## src/rtl/port_tx_if.sv

```systemverilog
// port_tx_if: output-port write strobe and data, overflow clear, and the
// transmitter's serial line and status flags, bundled for port_tx.
// master = CPU I/O side, slave = port_tx.
interface port_tx_if #(
  parameter int unsigned DEPTH_LOG2 = 2
);
  logic                  port_wr;
  logic [7:0]            port;
  logic                  ovf_clr;
  logic                  txd;
  logic                  busy;
  logic                  empty;
  logic                  full;
  logic                  overflow;
  logic [DEPTH_LOG2:0]   fifo_cnt;

  modport master (
    output port_wr, port, ovf_clr,
    input  txd, busy, empty, full, overflow, fifo_cnt
  );

  modport slave (
    input  port_wr, port, ovf_clr,
    output txd, busy, empty, full, overflow, fifo_cnt
  );
endinterface

```

## src/rtl/port_tx.sv

```systemverilog
// port_tx: queues every CPU output-port write in a small FIFO and shifts each byte
// out on txd as an asynchronous frame (start, 8 data bits LSB first, stop).
// Writes are never back-pressured; a write that finds the FIFO full is dropped and
// the sticky overflow flag is raised.
// Optional feature: define PORT_TX_PARITY_EN to insert an even parity bit before
// the stop bit (8E1 frames, 11 bit-times). Without it frames are 8N1 (10 bit-times).
module port_tx #(
  parameter int unsigned CLK_DIV    = 16,
  parameter int unsigned DEPTH_LOG2 = 2
) (
  input  logic     clk,
  input  logic     nrst,
  port_tx_if.slave bus
);

  localparam int unsigned Depth = 1 << DEPTH_LOG2;
  localparam int unsigned BaudW = $clog2(CLK_DIV);
  localparam logic [BaudW-1:0]    BaudLast = BaudW'(CLK_DIV - 1);
  localparam logic [DEPTH_LOG2:0] CntFull  = {1'b1, {DEPTH_LOG2{1'b0}}};

`ifdef PORT_TX_PARITY_EN
  typedef enum logic [2:0] {StIdle, StStart, StData, StParity, StStop} state_e;
`else
  typedef enum logic [1:0] {StIdle, StStart, StData, StStop} state_e;
`endif

  // FIFO
  logic [7:0]            mem_q [Depth];
  logic [DEPTH_LOG2-1:0] wr_ptr_q, wr_ptr_d;
  logic [DEPTH_LOG2-1:0] rd_ptr_q, rd_ptr_d;
  logic [DEPTH_LOG2:0]   cnt_q, cnt_d;
  logic                  empty_q, empty_d;
  logic                  full_q, full_d;
  logic                  ovf_q, ovf_d;
  logic                  pop;
  logic                  wr_en;
  logic [7:0]            head;

  // Shifter / FSM
  state_e                state_q, state_d;
  logic [BaudW-1:0]      baud_q, baud_d;
  logic [2:0]            idx_q, idx_d;
  logic [7:0]            shift_q, shift_d;
  logic                  txd_q, txd_d;
  logic                  busy_q, busy_d;
  logic                  bit_end;
`ifdef PORT_TX_PARITY_EN
  logic                  par_q, par_d;
`endif

  assign head = mem_q[rd_ptr_q];

  // FIFO bookkeeping: a pop frees a slot in the same cycle, so a write to a full
  // FIFO is still accepted when the idle shifter takes the head entry.
  always_comb begin
    pop      = (state_q == StIdle) && !empty_q;
    wr_en    = bus.port_wr && (!full_q || pop);
    wr_ptr_d = wr_en ? wr_ptr_q + 1'b1 : wr_ptr_q;
    rd_ptr_d = pop ? rd_ptr_q + 1'b1 : rd_ptr_q;
    cnt_d    = cnt_q;
    if (wr_en && !pop) begin
      cnt_d = cnt_q + 1'b1;
    end else if (!wr_en && pop) begin
      cnt_d = cnt_q - 1'b1;
    end
    empty_d = (cnt_d == '0);
    full_d  = (cnt_d == CntFull);
    // A dropped write beats a clear in the same cycle.
    ovf_d = ovf_q;
    if (bus.port_wr && !wr_en) begin
      ovf_d = 1'b1;
    end else if (bus.ovf_clr) begin
      ovf_d = 1'b0;
    end
  end

  // FIFO storage; no reset needed since only entries between the pointers are read.
  always_ff @(posedge clk) begin
    if (wr_en) begin
      mem_q[wr_ptr_q] <= bus.port;
    end
  end

  // Frame sequencer next state. txd_d is the level for the cycle after the edge,
  // so each state change also loads the line level of the state being entered.
  always_comb begin
    state_d = state_q;
    baud_d  = baud_q;
    idx_d   = idx_q;
    shift_d = shift_q;
    txd_d   = txd_q;
    busy_d  = busy_q;
`ifdef PORT_TX_PARITY_EN
    par_d   = par_q;
`endif
    bit_end = (baud_q == BaudLast);

    if (state_q != StIdle) begin
      baud_d = bit_end ? '0 : baud_q + 1'b1;
    end

    unique case (state_q)
      StIdle: begin
        if (pop) begin
          state_d = StStart;
          baud_d  = '0;
          shift_d = head;
          txd_d   = 1'b0;
          busy_d  = 1'b1;
`ifdef PORT_TX_PARITY_EN
          par_d   = ^head;
`endif
        end
      end
      StStart: begin
        if (bit_end) begin
          state_d = StData;
          idx_d   = 3'd0;
          txd_d   = shift_q[0];
        end
      end
      StData: begin
        if (bit_end) begin
          shift_d = {1'b0, shift_q[7:1]};
          if (idx_q == 3'd7) begin
`ifdef PORT_TX_PARITY_EN
            state_d = StParity;
            txd_d   = par_q;
`else
            state_d = StStop;
            txd_d   = 1'b1;
`endif
          end else begin
            idx_d = idx_q + 1'b1;
            txd_d = shift_q[1];
          end
        end
      end
`ifdef PORT_TX_PARITY_EN
      StParity: begin
        if (bit_end) begin
          state_d = StStop;
          txd_d   = 1'b1;
        end
      end
`endif
      StStop: begin
        if (bit_end) begin
          state_d = StIdle;
          txd_d   = 1'b1;
          busy_d  = 1'b0;
        end
      end
      default: begin
        state_d = StIdle;
        txd_d   = 1'b1;
        busy_d  = 1'b0;
      end
    endcase
  end

  // State registers; reset forces txd high at once and flushes the FIFO.
  always_ff @(posedge clk or negedge nrst) begin
    if (!nrst) begin
      wr_ptr_q <= '0;
      rd_ptr_q <= '0;
      cnt_q    <= '0;
      empty_q  <= 1'b1;
      full_q   <= 1'b0;
      ovf_q    <= 1'b0;
      state_q  <= StIdle;
      baud_q   <= '0;
      idx_q    <= '0;
      shift_q  <= '0;
      txd_q    <= 1'b1;
      busy_q   <= 1'b0;
`ifdef PORT_TX_PARITY_EN
      par_q    <= 1'b0;
`endif
    end else begin
      wr_ptr_q <= wr_ptr_d;
      rd_ptr_q <= rd_ptr_d;
      cnt_q    <= cnt_d;
      empty_q  <= empty_d;
      full_q   <= full_d;
      ovf_q    <= ovf_d;
      state_q  <= state_d;
      baud_q   <= baud_d;
      idx_q    <= idx_d;
      shift_q  <= shift_d;
      txd_q    <= txd_d;
      busy_q   <= busy_d;
`ifdef PORT_TX_PARITY_EN
      par_q    <= par_d;
`endif
    end
  end

  assign bus.txd      = txd_q;
  assign bus.busy     = busy_q;
  assign bus.empty    = empty_q;
  assign bus.full     = full_q;
  assign bus.overflow = ovf_q;
  assign bus.fifo_cnt = cnt_q;

endmodule

```

## src/flat_wrapper.sv

```systemverilog
// flat-port wrapper written by rule: the top's interface ports become plain ports
module port_tx_flat 
#(
  parameter int unsigned CLK_DIV    = 16,
  parameter int unsigned DEPTH_LOG2 = 2
)
  (clk, nrst, bus_port_wr, bus_port, bus_ovf_clr, bus_txd, bus_busy, bus_empty, bus_full, bus_overflow, bus_fifo_cnt);
  port_tx_if #(.DEPTH_LOG2(DEPTH_LOG2)) bus_i ();
  input  logic clk;
  input  logic nrst;
  input wire logic [$bits(bus_i.port_wr)-1:0] bus_port_wr;
  input wire logic [$bits(bus_i.port)-1:0] bus_port;
  input wire logic [$bits(bus_i.ovf_clr)-1:0] bus_ovf_clr;
  output wire logic [$bits(bus_i.txd)-1:0] bus_txd;
  output wire logic [$bits(bus_i.busy)-1:0] bus_busy;
  output wire logic [$bits(bus_i.empty)-1:0] bus_empty;
  output wire logic [$bits(bus_i.full)-1:0] bus_full;
  output wire logic [$bits(bus_i.overflow)-1:0] bus_overflow;
  output wire logic [$bits(bus_i.fifo_cnt)-1:0] bus_fifo_cnt;
  assign bus_i.port_wr = bus_port_wr;
  assign bus_i.port = bus_port;
  assign bus_i.ovf_clr = bus_ovf_clr;
  assign bus_txd = bus_i.txd;
  assign bus_busy = bus_i.busy;
  assign bus_empty = bus_i.empty;
  assign bus_full = bus_i.full;
  assign bus_overflow = bus_i.overflow;
  assign bus_fifo_cnt = bus_i.fifo_cnt;
  port_tx #(.CLK_DIV(CLK_DIV), .DEPTH_LOG2(DEPTH_LOG2)) u_core (.clk(clk), .nrst(nrst), .bus(bus_i));
endmodule
```

## config.mk

```make
export PLATFORM = sky130hd
export DESIGN_NAME = port_tx_flat
export DESIGN_NICKNAME = d
export VERILOG_FILES = /design/src/rtl/port_tx_if.sv /design/src/rtl/port_tx.sv /design/src/flat_wrapper.sv
export SDC_FILE = /design/constraint.sdc
export NUM_CORES = 1
export LEC_CHECK = 0
export CAP_MARGIN = 20
export CORE_ASPECT_RATIO = 2
export CORE_MARGIN = 1.5
export CORE_UTILIZATION = 52
export CTS_CLUSTER_SIZE = 14
export DETAILED_ROUTE_END_ITERATION = 10
export GPL_ROUTABILITY_DRIVEN = 0
export MAX_ROUTING_LAYER = met4
export PLACE_DENSITY = 0.75
export SYNTH_ARGS = -nofsm -noshare
export SYNTH_HDL_FRONTEND = slang
export SYNTH_SLANG_ARGS = --single-unit
export TNS_END_PERCENT = 1
```

## constraint.sdc

```tcl
create_clock -name clk -period 1.7 [get_ports clk]
set_input_delay 0.255 -clock clk [delete_from_list [all_inputs] [get_ports clk]]
set_output_delay 0.255 -clock clk [all_outputs]
set_load 0.005 [all_outputs]
```

==> results of run 1 <==
stage by stage:
step	worst slack, ps	std cells
2_1_floorplan	-60.6	188
3_3_place_gp	-7.81	275
3_5_place_dp	-56.1	275
4_1_cts	21.1	294
5_1_grt	-40.2	299
6_report	16.9	299
logic make-up (layout without fill, tap and decap cells):
kind of cell / count (synthesis) / after routing / synth area share
flops: 61 / 61 / 0.614
fa+ha+maj: 14 / 14 / 0.0637
buf+inv: 18 / 71 / 0.0296
simple gates: 33 / 33 / 0.0660
xor+xnor: 5 / 5 / 0.0187
compound gates: 39 / 39 / 0.105
mux: 18 / 18 / 0.103
placed cells by master (no fill, tap or decap), types with 2 or more instances in the layout:
cell / count
a211oi_1: 2
a21o_1: 2
a21oi_1: 8
a21oi_2: 4
a22o_1: 6
and2_1: 3
buf_12: 4
buf_4: 19
clkbuf_8: 9
clkdlybuf4s50_1: 19
clkinv_2: 4
dfrtp_1: 27
dfstp_2: 2
edfxtp_1: 32
ha_1: 12
inv_1: 10
mux2i_1: 8
mux4_2: 8
nand2_1: 3
nand3_1: 2
nor2_1: 11
nor3_1: 2
o21ai_0: 7
o21ai_1: 3
o31ai_1: 3
xnor2_1: 2
xnor2_2: 2
synthesized netlist by cell type:
master / count
a211oi_1: 2
a211oi_4: 1
a21boi_2: 1
a21o_1: 2
a21oi_1: 9
a21oi_2: 3
a22o_1: 6
a31oi_4: 1
and2_1: 5
and2b_1: 1
and3_1: 1
and4bb_1: 1
buf_2: 5
buf_6: 1
clkbuf_1: 1
dfrtp_1: 27
dfstp_2: 2
edfxtp_1: 32
ha_1: 14
inv_1: 11
mux2_1: 1
mux2_2: 1
mux2i_1: 8
mux4_2: 8
nand2_1: 3
nand2b_1: 1
nand3_1: 2
nand3_2: 1
nand3b_1: 1
nand4b_1: 1
nor2_1: 12
nor3_1: 2
nor3b_1: 2
o21ai_0: 7
o21ai_1: 3
o31ai_1: 3
o32a_1: 1
xnor2_1: 3
xnor2_2: 1
xor2_1: 1
timing repair:
| item | 4_1_cts | 5_1_grt |
|---|---|---|
| hold buffers | 0 | 0 |
| endpoints found under the setup margin | 5 | 45 |
| resized for setup | 1 | 9 |
| buffers inserted | 3 | 4 |
| gates cloned | 0 | 1 |
| pin swaps | 0 | 2 |
per-layer routing:
metal  vias up  track usage  wire length [µm]
li1        792            -                 -
met1       829        0.205              1720
met2        31        0.348              2990
met3        16       0.0807               157
met4         0        0.100               174
met5         -            -                 0
worst max-delay path: cells and delay by family (launching register included):
kind	cells	cell delay (ps)
AOI/OAI and AO/OA	2	270
adders and majority gates	1	210
buffers and inverters	1	160
DFF	1	400
muxes	1	340
and+or+nand+nor	1	190
area by class of cell:
type	instances	area (µm²)	area share
Tap cell	58	72.6	0.0211
Sequential cell	61	1690	0.492
Inverter	11	41.3	0.0120
Timing Repair Buffer	44	449	0.131
Multi-Input combinational cell	109	1020	0.296
Clock buffer	9	124	0.0361
Clock inverter	7	41.3	0.0120
sequential cells by signal, summed over array words and instances (netlist names):
| signal | count |
|---|---|
| u_core.baud_q | 4 |
| u_core.bus.empty | 1 |
| u_core.bus.overflow | 1 |
| u_core.bus.txd | 1 |
| u_core.bus.full | 1 |
| u_core.bus.busy | 1 |
| u_core.shift_q | 8 |
| u_core.mem_q | 32 |
| u_core.bus.fifo_cnt | 3 |
| u_core.wr_ptr_q | 2 |
| u_core.idx_q | 3 |
| u_core.rd_ptr_q | 2 |
| u_core.state_q | 2 |
power by group:
part	internal, mW	switching (mW)	total, mW
sequential	2.04	0.300	2.34
combinational	1.48	1.26	2.74
clock	0.518	0.554	1.07
total	4.03	2.11	6.15
path summary, 6_finish.rpt:
check | from | end | slack, ps
worst max-delay path | u_core.state_q[0]$_DFFE_PN0P_ | u_core.state_q[1]$_DFFE_PN0P_ | 20
worst min-delay path | nrst | u_core.baud_q[0]$_DFF_PN0_ | 290
worst max register to register | u_core.state_q[0]$_DFFE_PN0P_ | u_core.state_q[1]$_DFFE_PN0P_ | 20
worst min register to register | u_core.bus.busy$_DFFE_PN0P_ | u_core.bus.busy$_DFFE_PN0P_ | 510
max in group asynchronous | nrst | u_core.bus.txd$_DFFE_PN1P_ | 1090
min in group clk | bus_ovf_clr | u_core.bus.overflow$_DFFE_PN0P_ | 480
==> run metrics, run 1 <==
Hold Path Class input pin to async pin; Max-Cap Viols 0; GRT Util Overall 0.211; Yosys top cell area share 0.349; Setup TNS Final 0 ps; synth top area cells edfxtp_1 35%, dfrtp_1 25%, mux4_2 6.6%; Rows 37; max-slew violation count 0; CTS H-tree lvls 3; Peak VDD IR 1.20 mV; DP HPWL 3590 µm; first-iteration detailed-routing DRC count 75; largest net degree at the start of global routing 30; Leakage 1.39 nW; Synth Cell Area 2750 µm²; Initial Util 0.535; placed cell area 3150 µm²; total power 6.15 mW; drt drc 0; CP Capture Type register; Cell Chain, Critical Path buf_4 > ha_1 > nor3_1 > o21ai_1 > a21oi_2 > mux2_1; Syn. warnings 0; Clock Latency Late Sink 340 ps; ANT nets after route 0; per-cell routed wire length 16.8 µm; Filler cells 377; crit start category register; I/O pin count 20; area delta synth->final 24.9%; crit path DAT 1910 ps; Max-slew headroom 0.749; min Tclk post-route 1680 ps; status completed; # port buffers 19; syn nets 214; vias after detailed routing 1668; Crit path required time 1930 ps; Die X 54.4 µm; worst-path fanout max 3; Hold Worst Slack 292 ps; Cells after Synth 188; WL final 5040 µm; Yosys reg bits 61; synth unique cells 40; Pwr per Cell Area 1790 nW/µm²; fmax 0.594 GHz; Tcrit/Tclk final 0.990; Layout Nets 262; vias per cell 5.58; first-pass GRT wire length 8170 µm; die height 106 µm; Fin. Hold Viols 0; diode count 0; post-route cell area 3430 µm²; biggest cell delay along the critical path 400 ps; layout cells sized above 1 0.282; die area 5760 µm²; Tightest Pin Transition 376 ps; total grt overflow 0; clock skew 6.29 ps; count of final setup violators 0; biggest area consumer among synthesized cells edfxtp_1; CTS tree done; core area 5140 µm²; R2R depth 6; Setup Crit Path Kind register to register; Mean Syn Cell Area 14.6 µm²; number of global-route vias before repair 1813; clock sinks 61; number of CTS-inserted buffers 9; CTS clk-pin slew, worst paths 70 ps; Crit-path slowest cell dfrtp_1; unrepaired setup endpoints after global routing true; Seq/Total Area, Yosys 0.614; final core occ 0.668; CTS root buf clkbuf_8; Bufs on Longest Clock Path 2; First-pass DRT Iterations 4; antenna violations before repair 0
(Power assumes the default switching activity.)
==> run 2: changes to the inputs <==
CORE_ASPECT_RATIO = 0.7   (was 2)
==> run 2 against run 1 <==
  * Clock skew about the same
  * Maximum frequency is essentially flat
  * Critical path depth up 1
  * Register-to-register slack about the same
  * Power increased by 0.58%
  * Sequential share of layout area barely moved
  * Global-route usage decreased by 0.32 points
  * Critical path type unchanged
  * Critical endpoint is now u_core.shift_q[6]$_DFFE_PN0P_
  * Largest cell class unchanged
  * Largest power group unchanged
==> run metrics, run 2 (synthesis gave the netlist of run 1 again) <==
CP Capture Type register; Crit path required time 1930 ps; status completed; commonest non-fill, non-tap cells in the layout 32 x edfxtp_1, 27 x dfrtp_1, 19 x clkdlybuf4s50_1, 17 x buf_4; fmax 0.594 GHz; Pwr per Cell Area 1800 nW/µm²; total power 6.18 mW; number of CTS-inserted buffers 9; total grt overflow 0; R2R Setup Slk 20 ps; clock sinks 61; CTS root buf clkbuf_8; first-pass GRT wire length 8560 µm; most common cell after layout, fill and taps aside edfxtp_1; Tightest Pin Transition 393 ps; count of final setup violators 0; # port buffers 19; Bufs on Longest Clock Path 2; largest registers u_core.mem_q x32, u_core.shift_q x8, u_core.baud_q x4; CTS tree done; DP HPWL 3660 µm; Cell Chain, Critical Path inv_2 > ha_2 > buf_12 > nor2_1 > a211oi_4 > clkbuf_16 > a21oi_1; Rows 21; diode count 0; CTS clk-pin slew, worst paths 70 ps; Clock Latency Late Sink 340 ps; ANT nets after route 0; core area 4940 µm²; CTS H-tree lvls 3; unrepaired setup endpoints after global routing true; Setup Crit Path Kind register to register; worst-path fanout max 17; Max-Cap Viols 0; Leakage 1.36 nW; Logic pwr share 0.436; most flop-heavy register u_core.mem_q; crit path DAT 1910 ps; biggest cell delay along the critical path 400 ps; crit start category register; Peak VDD IR 0.812 mV; Tcrit/Tclk final 0.990; Layout Nets 259; placed cells 285; non-filler cells, final 307; min Tclk post-route 1680 ps; vias after detailed routing 1685; Max-slew headroom 0.738; drt drc 0; max-slew violation count 0; I/O pin count 20; CP delay by family, top buffers and inverters; largest net degree at the start of global routing 30; Die X 89.9 µm; switching power total 2.15 mW; vias per cell 5.49; clock skew 6.08 ps; WL final 5210 µm; Sw Share 0.347; die area 5740 µm²; antenna violations before repair 0; layout cells sized above 1 0.290; R2R depth 7; number of global-route vias before repair 1737; die height 63.8 µm; GRT Util Overall 0.207; Hold Path Class input pin to async pin; FF-to-FF Start u_core.state_q[0]$_DFFE_PN0P_; Crit-path slowest cell dfrtp_1; Fin. Hold Viols 0; final core occ 0.695; WP buf/inv 3; First-pass DRT Iterations 4; per-cell routed wire length 17.0 µm; FF-to-FF End u_core.shift_q[6]$_DFFE_PN0P_; area delta synth->final 24.8%; Flop pwr share 0.381; power share of the clock group 0.182; Initial Util 0.557; max FFs per register 32; Internal 4.04 mW; first-iteration detailed-routing DRC count 98
## run 2: cell types whose count changed in the layout (fill, tap and decap cells not counted), sizes merged
cell      change
clkbuf        +2
clkinvlp      +3
buf           -3
clkinv        -5
## run 2: timing repair
action / CTS / global route
hold buffers: 0 / 0
pin swaps: 1 / 2
cloned: 0 / 1
setup endpoints to repair: 45 / 43
resized for setup: 7 / 10
setup buffers: 2 / 3
## run 2: layer usage
metal	wire, µm	global-route usage	part of all wire	up-vias
li1	-	-	-	786
met1	2330	0.261	0.45	833
met2	2500	0.308	0.48	54
met3	282	0.0762	0.054	12
met4	87	0.0853	0.017	0
met5	0	-	0	-
## run 2: worst max path at each step
stage / start / end / slack (ps) / depth (start not counted)
4_1_cts: u_core.state_q[0]$_DFFE_PN0P_ / u_core.shift_q[6]$_DFFE_PN0P_ / -3 / 8
6_report: u_core.state_q[0]$_DFFE_PN0P_ / u_core.shift_q[6]$_DFFE_PN0P_ / 20 / 7
3_3_place_gp: bus_port_wr / u_core.mem_q[1][5]$_DFFE_PP_ / -2 / 4
3_5_place_dp: u_core.state_q[0]$_DFFE_PN0P_ / u_core.shift_q[6]$_DFFE_PN0P_ / -100 / 8
2_1_floorplan: u_core.state_q[0]$_DFFE_PN0P_ / u_core.mem_q[1][0]$_DFFE_PP_ / -60 / 6
5_1_grt: u_core.state_q[0]$_DFFE_PN0P_ / u_core.shift_q[7]$_DFFE_PN0P_ / -80 / 8
## run 2: layout make-up
| type | instances | area, µm² |
|---|---|---|
| well taps | 69 | 86.3 |
| repair buffers | 41 | 414 |
| clock buffers | 11 | 141 |
| clock inverters | 5 | 36.3 |
| inverters | 11 | 41.3 |
| fillers | 340 | 1510 |
| flip-flops and latches | 61 | 1690 |
| multi-input cells | 109 | 1020 |
## run 2: through the flow
step	TNS (ps)	hold WS, ps	area (µm²)	setup slack [ps]
2_1_floorplan	-1450	-40.6	2750	-60.6
3_3_place_gp	-18.4	492	3130	-2.48
3_5_place_dp	-2680	493	3130	-96.7
4_1_cts	-5.19	303	3350	-2.66
5_1_grt	-388	341	3430	-76.9
6_report	0	301	3430	17.7
## run 2: power groups by stage
stage / clock [mW] / combinational (mW) / sequential, mW
finish: 1.13 / 2.70 / 2.36
global route: 1.21 / 2.99 / 2.40
CTS: 1.16 / 2.42 / 2.36
detailed placement: 0 / 2.33 / 2.39
global placement: 0 / 2.23 / 2.34
floorplan: 0 / 1.65 / 2.26
==> run 3: changes to the inputs <==
CORE_ASPECT_RATIO = default   (was 0.7)
CTS_BUF_LIST = sky130_fd_sc_hd__clkbuf_8 sky130_fd_sc_hd__clkbuf_16   (was default)
==> run 3 against run 2 <==
  * Clock skew rose by 0.90 ps
  * Critical path depth is 1 lower
  * Maximum frequency is 2.0% higher
  * Largest cell class unchanged
==> run metrics, run 3 (synthesis gave the netlist of run 1 again) <==
post-route cell area 3500 µm²; Die X 75.7 µm; max-slew violation count 0; crit start category register; Tcrit/Tclk final 0.970; R2R depth 6; placed cells 283; CTS tree done; Pwr per Cell Area 1850 nW/µm²; Hold Path Class input pin to async pin; min Tclk post-route 1650 ps; Clock Latency Late Sink 340 ps; clock skew 6.98 ps; most common cell after layout, fill and taps aside edfxtp_1; hold buffers post-CTS 0; Initial Util 0.538; vias per cell 5.50; CTS root buf clkbuf_8; # port buffers 19; power share of the clock group 0.219; per-cell routed wire length 16.4 µm; most flop-heavy register u_core.mem_q; Peak VDD IR 0.863 mV; Max-slew headroom 0.739; Flop pwr share 0.361; count of final setup violators 0; vias after detailed routing 1672; CTS H-tree lvls 3; layout cells sized above 1 0.308; WL final 4980 µm; area delta synth->final 27.4%; Logic pwr share 0.420; pre-CTS setup slack -120 ps; switching power total 2.16 mW; Bufs on Longest Clock Path 2; antenna violations before repair 0; Rows 26; CP Capture Type register; final worst setup slack 51.2 ps; FF-to-FF End u_core.state_q[1]$_DFFE_PN0P_; Max-Cap Viols 0; Hold Worst Slack 293 ps; max FFs per register 32; origin of the worst setup path u_core.state_q[0]$_DFFE_PN0P_; Tightest Pin Transition 392 ps; total grt overflow 0; I/O pin count 20; number of CTS-inserted buffers 9; number of global-route vias before repair 1650; non-filler cells, final 304; worst-path fanout max 3; GRT Util Overall 0.201; Setup Crit Path Kind register to register; die height 75.7 µm; die area 5730 µm²; total power 6.49 mW; crit path DAT 1870 ps; DP HPWL 3430 µm; CTS clk-pin slew, worst paths 70 ps; ANT nets after route 0; diode count 0; first-iteration detailed-routing DRC count 115; largest registers u_core.mem_q x32, u_core.shift_q x8, u_core.baud_q x4; Leakage 1.38 nW; Internal 4.33 mW; core area 5110 µm²; R2R Setup Slk 50 ps; Sw Share 0.333; clock sinks 61; fmax 0.606 GHz; First-pass DRT Iterations 4; Filler cells 343; Crit path required time 1930 ps; FF-to-FF Start u_core.state_q[0]$_DFFE_PN0P_; commonest non-fill, non-tap cells in the layout 32 x edfxtp_1, 27 x dfrtp_1, 19 x clkdlybuf4s50_1, 12 x buf_4, 11 x nor2_1; first-pass GRT wire length 7910 µm; Layout Nets 255; status completed; largest net degree at the start of global routing 30; drt drc 0; placed cell area 3140 µm²; Fin. Hold Viols 0
run 3: worst max-delay path, stage by stage (launching register included):
cell	delay (ps)
dfrtp_1	400
buf_4	160
ha_2	200
nor3_2	200
o21ai_2	100
a21oi_2	160
mux2_4	320
run 3: power by group through the flow:
stage	logic, mW	registers (mW)	clock network, mW
6_report	2.72	2.35	1.42
5_1_grt	2.98	2.39	1.51
4_1_cts	2.44	2.33	1.45
3_5_place_dp	2.31	2.38	0
3_3_place_gp	2.17	2.34	0
2_1_floorplan	1.65	2.26	0
run 3: metal layers:
layer,wire [µm],GRT usage
met5,0,-
met3,220,0.0754
met4,51,0.0794
met1,2210,0.254
met2,2500,0.296
run 3: how the worst max path moves through the flow:
stage / to / slack [ps] / cells past startpoint
2_1_floorplan: u_core.mem_q[1][0]$_DFFE_PP_ / -60 / 6
3_3_place_gp: u_core.bus.full$_DFF_PN0_ / -30 / 7
3_5_place_dp: u_core.bus.full$_DFF_PN0_ / -120 / 7
4_1_cts: u_core.shift_q[0]$_DFFE_PN0P_ / 9 / 8
5_1_grt: u_core.bus.full$_DFF_PN0_ / -7 / 7
6_report: u_core.state_q[1]$_DFFE_PN0P_ / 50 / 6
run 3: per-stage QoR:
step | utilization | TNS (ps)
2_1_floorplan | - | -1450
3_3_place_gp | 0.614 | -130
3_5_place_dp | 0.614 | -2710
4_1_cts | 0.667 | 0
5_1_grt | 0.686 | -9.55
6_report | 0.686 | 0
run 3: layout make-up:
cell class,count,area (µm²),area share
tap,70,87.6,0.0250
clock buffer,9,124,0.0354
clock inverter,7,97.6,0.0279
inverter,11,41.3,0.0118
timing repair buffer,37,392,0.112
multi-input combinational,109,1070,0.306
sequential,61,1690,0.482
run 3: timing repair:
| action | in CTS | in global routing |
|---|---|---|
| resized for setup | 5 | 21 |
| pin swaps | 0 | 3 |
| buffers inserted | 4 | 1 |
| endpoints found under the setup margin | 45 | 45 |
